[config.mk]
export PLATFORM = sky130hd
export DESIGN_NAME = inst_share_arb
export DESIGN_NICKNAME = d
export VERILOG_FILES = /design/src/rtl/inst_share_pkg.sv /design/src/rtl/inst_share_tagpipe.sv /design/src/rtl/inst_share_arb.sv
export SDC_FILE = /design/constraint.sdc
export NUM_CORES = 1
export LEC_CHECK = 0
export CORE_MARGIN = 2
export CORE_UTILIZATION = 35
export DETAILED_ROUTE_END_ITERATION = 6
export GPL_TIMING_DRIVEN = 0
export PLACE_DENSITY = 0.86
export SYNTH_ARGS = -nofsm -noshare
export SYNTH_HDL_FRONTEND = slang
export SYNTH_SLANG_ARGS = --single-unit
[constraint.sdc]
create_clock -name clk -period 2.3 [get_ports clk]
set_clock_uncertainty 0.15 [all_clocks]
set_input_delay 0.345 -clock clk [delete_from_list [all_inputs] [get_ports clk]]
set_output_delay 0.345 -clock clk [all_outputs]
set_load 0.05 [all_outputs]
[src/rtl/inst_share_pkg.sv]
// Shared types and the round-robin pick helper for the shared-unit arbiter.
package inst_share_pkg;

  localparam int MAX_REQ = 16;
  localparam int MAX_IDW = 4;

  typedef enum logic [1:0] {RUN, DRAIN, HOLD} arb_state_e;

  typedef struct packed {
    logic               found;
    logic [MAX_IDW-1:0] idx;
  } rr_pick_t;

  function automatic rr_pick_t rr_pick(input logic [MAX_REQ-1:0] valid,
                                       input logic [MAX_IDW-1:0] ptr,
                                       input int                 nreq);
    rr_pick_t           pick;
    int                 cand;
    logic [MAX_IDW-1:0] cand_idx;
    pick = '0;
    // Walk from the farthest offset to the nearest so the nearest valid requester wins.
    for (int off = MAX_REQ; off >= 1; off--) begin
      if (off <= nreq) begin
        cand     = (int'(ptr) + off) % nreq;
        cand_idx = MAX_IDW'(cand);
        if (valid[cand_idx]) begin
          pick.found = 1'b1;
          pick.idx   = cand_idx;
        end
      end
    end
    return pick;
  endfunction

endpackage

[src/rtl/inst_share_tagpipe.sv]
// LAT-deep shift register of issue tags; the head entry lines up with unit_o.
module inst_share_tagpipe #(
  parameter int LAT = 2,
  parameter int IDW = 2
) (
  input  logic           clk,
  input  logic           rst,
  input  logic           push_vld,
  input  logic [IDW-1:0] push_id,
  output logic           out_vld,
  output logic [IDW-1:0] out_id,
  output logic           empty
);

  logic [LAT-1:0] vld;
  logic [IDW-1:0] ids [LAT];

  always_ff @(posedge clk) begin
    if (rst) begin
      vld <= '0;
    end else begin
      vld[0] <= push_vld;
      for (int i = 1; i < LAT; i++) vld[i] <= vld[i-1];
    end
  end

  // NOTE: only the valid bits are reset; IDs are always qualified by their
  // valid bit, so the ID storage stays a plain reset-free shift register.
  always_ff @(posedge clk) begin
    ids[0] <= push_id;
    for (int i = 1; i < LAT; i++) ids[i] <= ids[i-1];
  end

  assign out_vld = vld[LAT-1];
  assign out_id  = ids[LAT-1];
  assign empty   = ~|vld;

endmodule

[src/rtl/inst_share_arb.sv]
// Round-robin arbiter sharing one fixed-latency unit between NREQ requesters,
// with tagged responses and a drain-and-hold flush handshake.
module inst_share_arb
  import inst_share_pkg::*;
#(
  parameter int  NREQ  = 4,
  parameter int  WIDTH = 10,
  parameter int  LAT   = 2,
  parameter type OUT_t = logic [WIDTH-1:0],
  localparam int IDW   = $clog2(NREQ)
) (
  input  logic                       clk,
  input  logic                       rst,
  input  logic [NREQ-1:0]            req_valid,
  output logic [NREQ-1:0]            req_ready,
  input  logic [NREQ-1:0][WIDTH-1:0] req_data,
  output logic [WIDTH-1:0]           unit_i,
  input  OUT_t                       unit_o,
  output logic                       rsp_valid,
  output logic [IDW-1:0]             rsp_id,
  output OUT_t                       rsp_data,
  input  logic                       flush_req,
  output logic                       flush_done,
  output logic                       busy
);

  typedef struct packed {
    logic           vld;
    logic [IDW-1:0] id;
  } tag_t;

  arb_state_e     state;
  logic [IDW-1:0] rr_ptr;
  logic [IDW-1:0] grant;
  rr_pick_t       pick;
  logic           arb_en;
  logic           hs;
  tag_t           push_tag;
  tag_t           head_tag;
  logic           pipe_empty;

  // NOTE: every always_comb output gets a default first so no path leaves it
  // unassigned, which would otherwise infer a latch.
  always_comb begin
    req_ready    = '0;
    unit_i       = '0;
    pick         = rr_pick(MAX_REQ'(req_valid), MAX_IDW'(rr_ptr), NREQ);
    grant        = IDW'(pick.idx);
    // Flush suppresses grants in the very cycle it is first seen.
    arb_en       = !rst && (state == RUN) && !flush_req;
    hs           = arb_en && pick.found;
    if (hs) begin
      req_ready[grant] = 1'b1;
      unit_i           = req_data[grant];
    end
    push_tag.vld = hs;
    push_tag.id  = grant;
  end

  always_ff @(posedge clk) begin
    if (rst)     rr_ptr <= IDW'(NREQ - 1);
    else if (hs) rr_ptr <= grant;
  end

  inst_share_tagpipe #(.LAT(LAT), .IDW(IDW)) u_tagpipe (
    .clk      (clk),
    .rst      (rst),
    .push_vld (push_tag.vld),
    .push_id  (push_tag.id),
    .out_vld  (head_tag.vld),
    .out_id   (head_tag.id),
    .empty    (pipe_empty)
  );

  assign busy = !pipe_empty;

  always_ff @(posedge clk) begin
    if (rst) begin
      rsp_valid <= 1'b0;
      rsp_id    <= '0;
      rsp_data  <= '0;
    end else begin
      rsp_valid <= head_tag.vld;
      if (head_tag.vld) begin
        rsp_id   <= head_tag.id;
        rsp_data <= unit_o;
      end
    end
  end

  // An empty tag pipe means the last response is already in the output register.
  always_ff @(posedge clk) begin
    if (rst) begin
      state      <= RUN;
      flush_done <= 1'b0;
    end else begin
      case (state)
        RUN:   if (flush_req) state <= DRAIN;
        DRAIN: if (pipe_empty) begin
                 state      <= HOLD;
                 flush_done <= 1'b1;
               end
        HOLD:  if (!flush_req) begin
                 state      <= RUN;
                 flush_done <= 1'b0;
               end
        default: begin
                 state      <= RUN;
                 flush_done <= 1'b0;
               end
      endcase
    end
  end

  always_ff @(posedge clk) begin
    if (!rst) begin
      assert ($onehot0(req_ready));
      assert (int'(rsp_id) < NREQ);
    end
  end

endmodule

# After elaboration in Yosys (flattened, before gate mapping)
# Memory sizes are Yosys's and may differ from the RTL's. A register that Yosys moved wholly into a read port is not among the register bits.
# Index checks and enable logic that the tools add are counted.
# totals
register_bits	18
ramBits	4
input_bits	57
elab_cells	66
memories	1
# mem_list
memory	words	width	read_ports	rd_ports_with_merged_regs	write_ports	line	rtl
u_tagpipe.ids	2	2	2	1	2	inst_share_tagpipe.sv:16	logic [IDW-1:0] ids [LAT];
# op_classes
add_sub_neg	4
magnitude_cmp	6
eq_ne	5
n_mux	25
bitwise_logic	5
n_reduce_logical	14
# op_table
op	n
$bmux 10 s2	1
$lt 4x5->1 const B	4
$mux 10	2
$mux 5	4
$bmux 1 s3	4
$reduce_or 2->1	5
$mux 1	7
$mux 2	3
$ne 2x2->1 const B	3
$pmux 2 s3	1
$reduce_and 3->1	2
$add 2x1->2 const B	2
$add 2x2->2 const B	2
$and 1x1->1 const A	4
$logic_and 1x1->1	4
$mux 4	1
$lt 2x3->1 const B	1
$pmux 1 s3	1
$demux 1 s2	1
$eq 2x1->1 const B	1
$eq 2x2->1 const B	1
$ge 2x1->1 const B	1
$logic_not 1->1	2
$logic_not 2->1	1
$not 1->1	1

# Longest topological paths before layout
# Gate-level depths: netlist (run 1).
# depth
ltp_word	14
mapped_depth	6
depth_no_buf	5

# Hierarchy
# A second synthesis (run 1) with hierarchy kept.
# unflattened
cells_unflattened	128
hier_area_um2	1266.2
# modules_own_cells
module	n_inst	cells_per_inst	area_per_inst_um2	seq_area_each_um2
inst_share_arb	1	117	1112.3	360.3
inst_share_tagpipe	1	11	153.9	120.1

# Worst setup path before layout (run 1)
# No wires, ideal clock.
# synth_path
path_kind	register to output
startpoint	register rr_ptr[0]
endpoint	output unit_i[2]
arrival_time_ns	1.995
path_slack_ns	-0.190
stages_incl_launch_ff	7
n_path_buf	1
cell_sequence	dfxtp_1 > nand2b_1 > o21ai_2 > a211oi_4 > buf_12 > mux2i_1 > o22ai_1
# synth_between
elab_chain_len	12
word_cells_on_any_way	28
# synth_lines
item	line	rtl
from (decl)	inst_share_arb.sv:33	logic [IDW-1:0] rr_ptr;
from (signal assigned)	inst_share_arb.sv:61	if (rst) rr_ptr <= IDW'(NREQ - 1);
from (signal assigned)	inst_share_arb.sv:62	else if (hs) rr_ptr <= grant;
$add 2x1->2	inst_share_pkg.sv:24	cand = (int'(ptr) + off) % nreq;
$reduce_or 2->1 (no source line)	n/a	
$and 1x1->1 (no source line)	n/a	
$bmux 1 s3	inst_share_pkg.sv:26	if (valid[cand_idx]) begin
$mux 1 (not written as such)	inst_share_pkg.sv:26	
$mux 5 (3 in series)	inst_share_pkg.sv:26	
$mux 5 (*)	inst_share_pkg.sv:26	
$bmux 10 s2	inst_share_arb.sv:54	unit_i = req_data[grant];
$mux 10 (not written as such)	inst_share_arb.sv:54	
$mux 10 (*)	inst_share_arb.sv:52	if (hs) begin
to (decl)	inst_share_arb.sv:17	output logic [WIDTH-1:0] unit_i,
# Mark *: on every way between the ends. The rest lies on a longest branch, timed or not. The select of a mux whose other input is x is not followed.

# Worst setup path in the final report (run 1)
# layout_path
startpoint	register rr_ptr[0]
endpoint	output unit_i[4]
# Same word-level chain as after synthesis.

==> metrics.md, run 1 <==
| Metric | Value |
|---|---|
| Status | `complete, but fails checks` |
| Failing checks | `setup timing` |
| Via density | `a little under 5` |
| P_int | `0.934 mW` |
| Slew HR | `about two thirds` |
| Crit path required time | `approximately 1.8 ns` |
| Cell Area, Synth | `around 1200 µm²` |
| Setup slack after layout | `-0.0733 ns` |
| Synth Area per Inst | `about 10 µm²` |
| Detail Placement HPWL | `2.79 mm` |
| Root Driver | `clkbuf_4` |
| Slew Limit Fails | `0` |
| GR Overflow Total | `0` |
| Worst vdd ir | `0.308 mV` |
| Io pins | `between 80 and 90` |
| Pleak | `slightly below 1 nW` |
| Die area | `4030 µm²` |
| Startpoint Class | `flip-flop` |
| Clock power share | `a little over a fifth` |
| Largest net degree at the start of global routing | `15` |
| Worst skew pair latency | `between 0.3 and 0.4 ns` |
| Fill cells | `~260` |
| Post-layout nets | `275` |
| Syn nets | `between 150 and 200` |
| Critical Path Sink Type | `primary output` |
| PwrDens | `between 500 and 600 nW/µm²` |
| Seq/Total Area, Yosys | `between 30% and 40%` |
| Place WS | `-1.09 ns` |
| Design Power | `between 1 and 1.5 mW` |
| Die Y | `about 63 µm` |
| RSZ-0062 raised after global routing | `true` |
| Final period utilization | `103%` |
| Ratio of cells with drive above 1 in the final layout | `between 20% and 30%` |
| Worst path top cell family by delay | `buffers and inverters` |
| Core Region | `roughly 3400 µm²` |
| Clock Path Buffers | `2` |
| Initial Util | `a little under two fifths` |
| Commonest non-fill, non-tap cells in the layout | `clkdlybuf4s50_1 (66), mux2i_1 (25), dfxtp_1 (22), nor2_1 (21), buf_6 (11)` |
| Clock Sinks | `24` |
| Number of synthesized register bits | `24` |
| Max stage delay on crit path | `between 0.3 and 0.4 ns` |
| DRC errors left | `0` |
| Most common cell after layout, fill and taps aside | `clkdlybuf4s50_1` |
| FF+latch area | `483 µm²` |
| YS warnings | `0` |
| Initial antenna violation count | `0` |
| Critical path arrival | `approximately 1.9 ns` |
| Final setup fails | `14` |
| Clk pin slew, worst setup/hold paths | `0.11 ns` |
| Synth area leaders | `dfxtp_1 (39%), mux2i_1 (27%), nor2_1 (7.0%)` |
| GP Congestion | `~0.67` |
| First-pass GRT wire length | `5.90 mm` |
| Non-Filler Instances | `between 200 and 300` |
| Antenna Nets Post-Route | `0` |
| Switching power | `0.414 mW` |
| CP cell instances | `nand2b_4 -> o21ai_2 -> a211oi_4 -> buf_6 -> buf_8 -> mux2i_2 -> o22ai_2 -> buf_6` |
| Least-Margin Pin Slew | `between 0.5 and 0.6 ns` |
| Count of cell types in the netlist | `26` |
| Multi-input logic area | `just over 800 µm²` |
| # rows | `21` |
| Vias in the first global route | `around 1300` |
| DRT Pass-1 Iters | `5` |
| Post-route minimum period | `2.37 ns` |
| # diodes | `0` |
| CP bufs+invs | `3` |
| DR iter-0 viols | `64` |
| Switching Fraction | `between 30% and 40%` |
| Hold Crit Class | `reg -> reg` |
| Synth area leader | `dfxtp_1` |
| Synth top area share | `slightly below 40%` |
| Area Growth Syn to Fin | `96.9%` |
| Max FO, Critical Path | `6` |
| H-tree depth | `1` |
| Num CTS Buffers | `3` |
| Final hold violations | `0` |
| Cell mode on critical path | `buf_6` |
| Seq pwr share | `34.9%` |
| CTS tree | `yes` |
| CP Class | `reg -> out` |
| Placed Instances | `254` |
| Post-synthesis cell count | `between 100 and 150` |
| Average wire per standard cell | `approximately 14 µm` |
| Port Buf Inserts | `between 80 and 90` |
| Via count | `approximately 1300` |
| Slowest CP cell | `dfxtp_2` |
| FMAX | `between 0.4 and 0.5 GHz` |
| Hold WS | `about 0.19 ns` |
| Total Routing Usage GR | `18.2%` |
| Max-cap violations | `0` |
| Combinational share of power | `43.4%` |
| Final WL | `3.77 mm` |
| Die Wd | `between 60 and 70 µm` |
cells in the mapped netlist:
master,number
buf_12,1
a31oi_1,1
o22ai_1,5
a21oi_1,2
nor4_1,1
mux2i_1,33
or2_1,1
o311a_2,1
inv_1,2
o21ai_2,1
buf_2,1
a211oi_4,1
nor2_1,23
buf_6,3
nor3_1,2
a21oi_2,1
buf_1,1
clkbuf_1,2
nand2b_1,4
or2_2,1
dfxtp_1,24
o31a_1,1
nand2_1,1
o22ai_2,6
nor3b_1,1
nor2b_1,3
through the flow:
stage               TNS, ns  util [%]  instance area [µm²]
CTS                   -1.03      70.2                 2360
finish               -0.801      72.5                 2440
floorplan            -0.152         -                 1260
global placement     -13.46      64.6                 2170
global route          -1.91      72.5                 2440
detailed placement   -14.00      64.6                 2170
kinds of logic after synthesis:
group	count (synthesis)	synth area share [%]
compound gates	19	14.5
buf+inv	10	6.26
flops	24	38.8
mux	33	26.7
simple gates	37	13.7
path summary, 6_finish.rpt:
kind	endpoint	cells past startpoint	slack, ns	start
worst max register to register	rr_ptr[1]	6	0.78	rr_ptr[0]
worst min register to register	u_tagpipe.ids[1][1]	0	0.19	u_tagpipe.ids[0][1]
worst min-delay path	u_tagpipe.ids[1][1]	0	0.19	u_tagpipe.ids[0][1]
worst max-delay path	unit_i[4]	8	-0.07	rr_ptr[0]
cell type report:
type	count	share of cell area, %
repair buffers	91	38.4
multi-input cells	89	33.7
flip-flops and latches	24	19.8
plain buffers	7	3.28
well taps	46	2.36
clock inverters	1	1.23
clock buffers	3	0.924
inverters	2	0.308
power by group through the flow:
stage | Combinational [mW] | Sequential [mW] | Clock, mW
6_report | 0.586 | 0.470 | 0.292
5_1_grt | 0.615 | 0.474 | 0.314
4_1_cts | 0.548 | 0.468 | 0.301
3_5_place_dp | 0.480 | 0.476 | 0
3_3_place_gp | 0.472 | 0.473 | 0
2_1_floorplan | 0.263 | 0.505 | 0
per-layer routing:
metal	global-route usage [%]	wire, µm
met5	0	0
met4	7.61	65
met3	3.75	307
met2	33.6	1970
met1	20.0	1420
what timing repair did:
item,in CTS,in global routing
endpoints found under the setup margin,15,15
resized for setup,122,10
gates cloned,1,1
buffers inserted,4,0
hold buffers,0,0
pin swaps,6,6
flip-flops by register name, summed over array words and instances (netlist names):
name	flops
rsp_data	10
u_tagpipe.ids	4
rr_ptr	2
rsp_id	2
state	2
u_tagpipe.vld	2
flush_done	1
rsp_valid	1
No activity file was read; power rests on OpenSTA's default activity.
==> run 2, diff against run 1 <==
CTS_CLUSTER_DIAMETER = 60   (was unset)
==> results of run 2 <==
The final DEF is identical to that of run 1; final timing and power are the same.
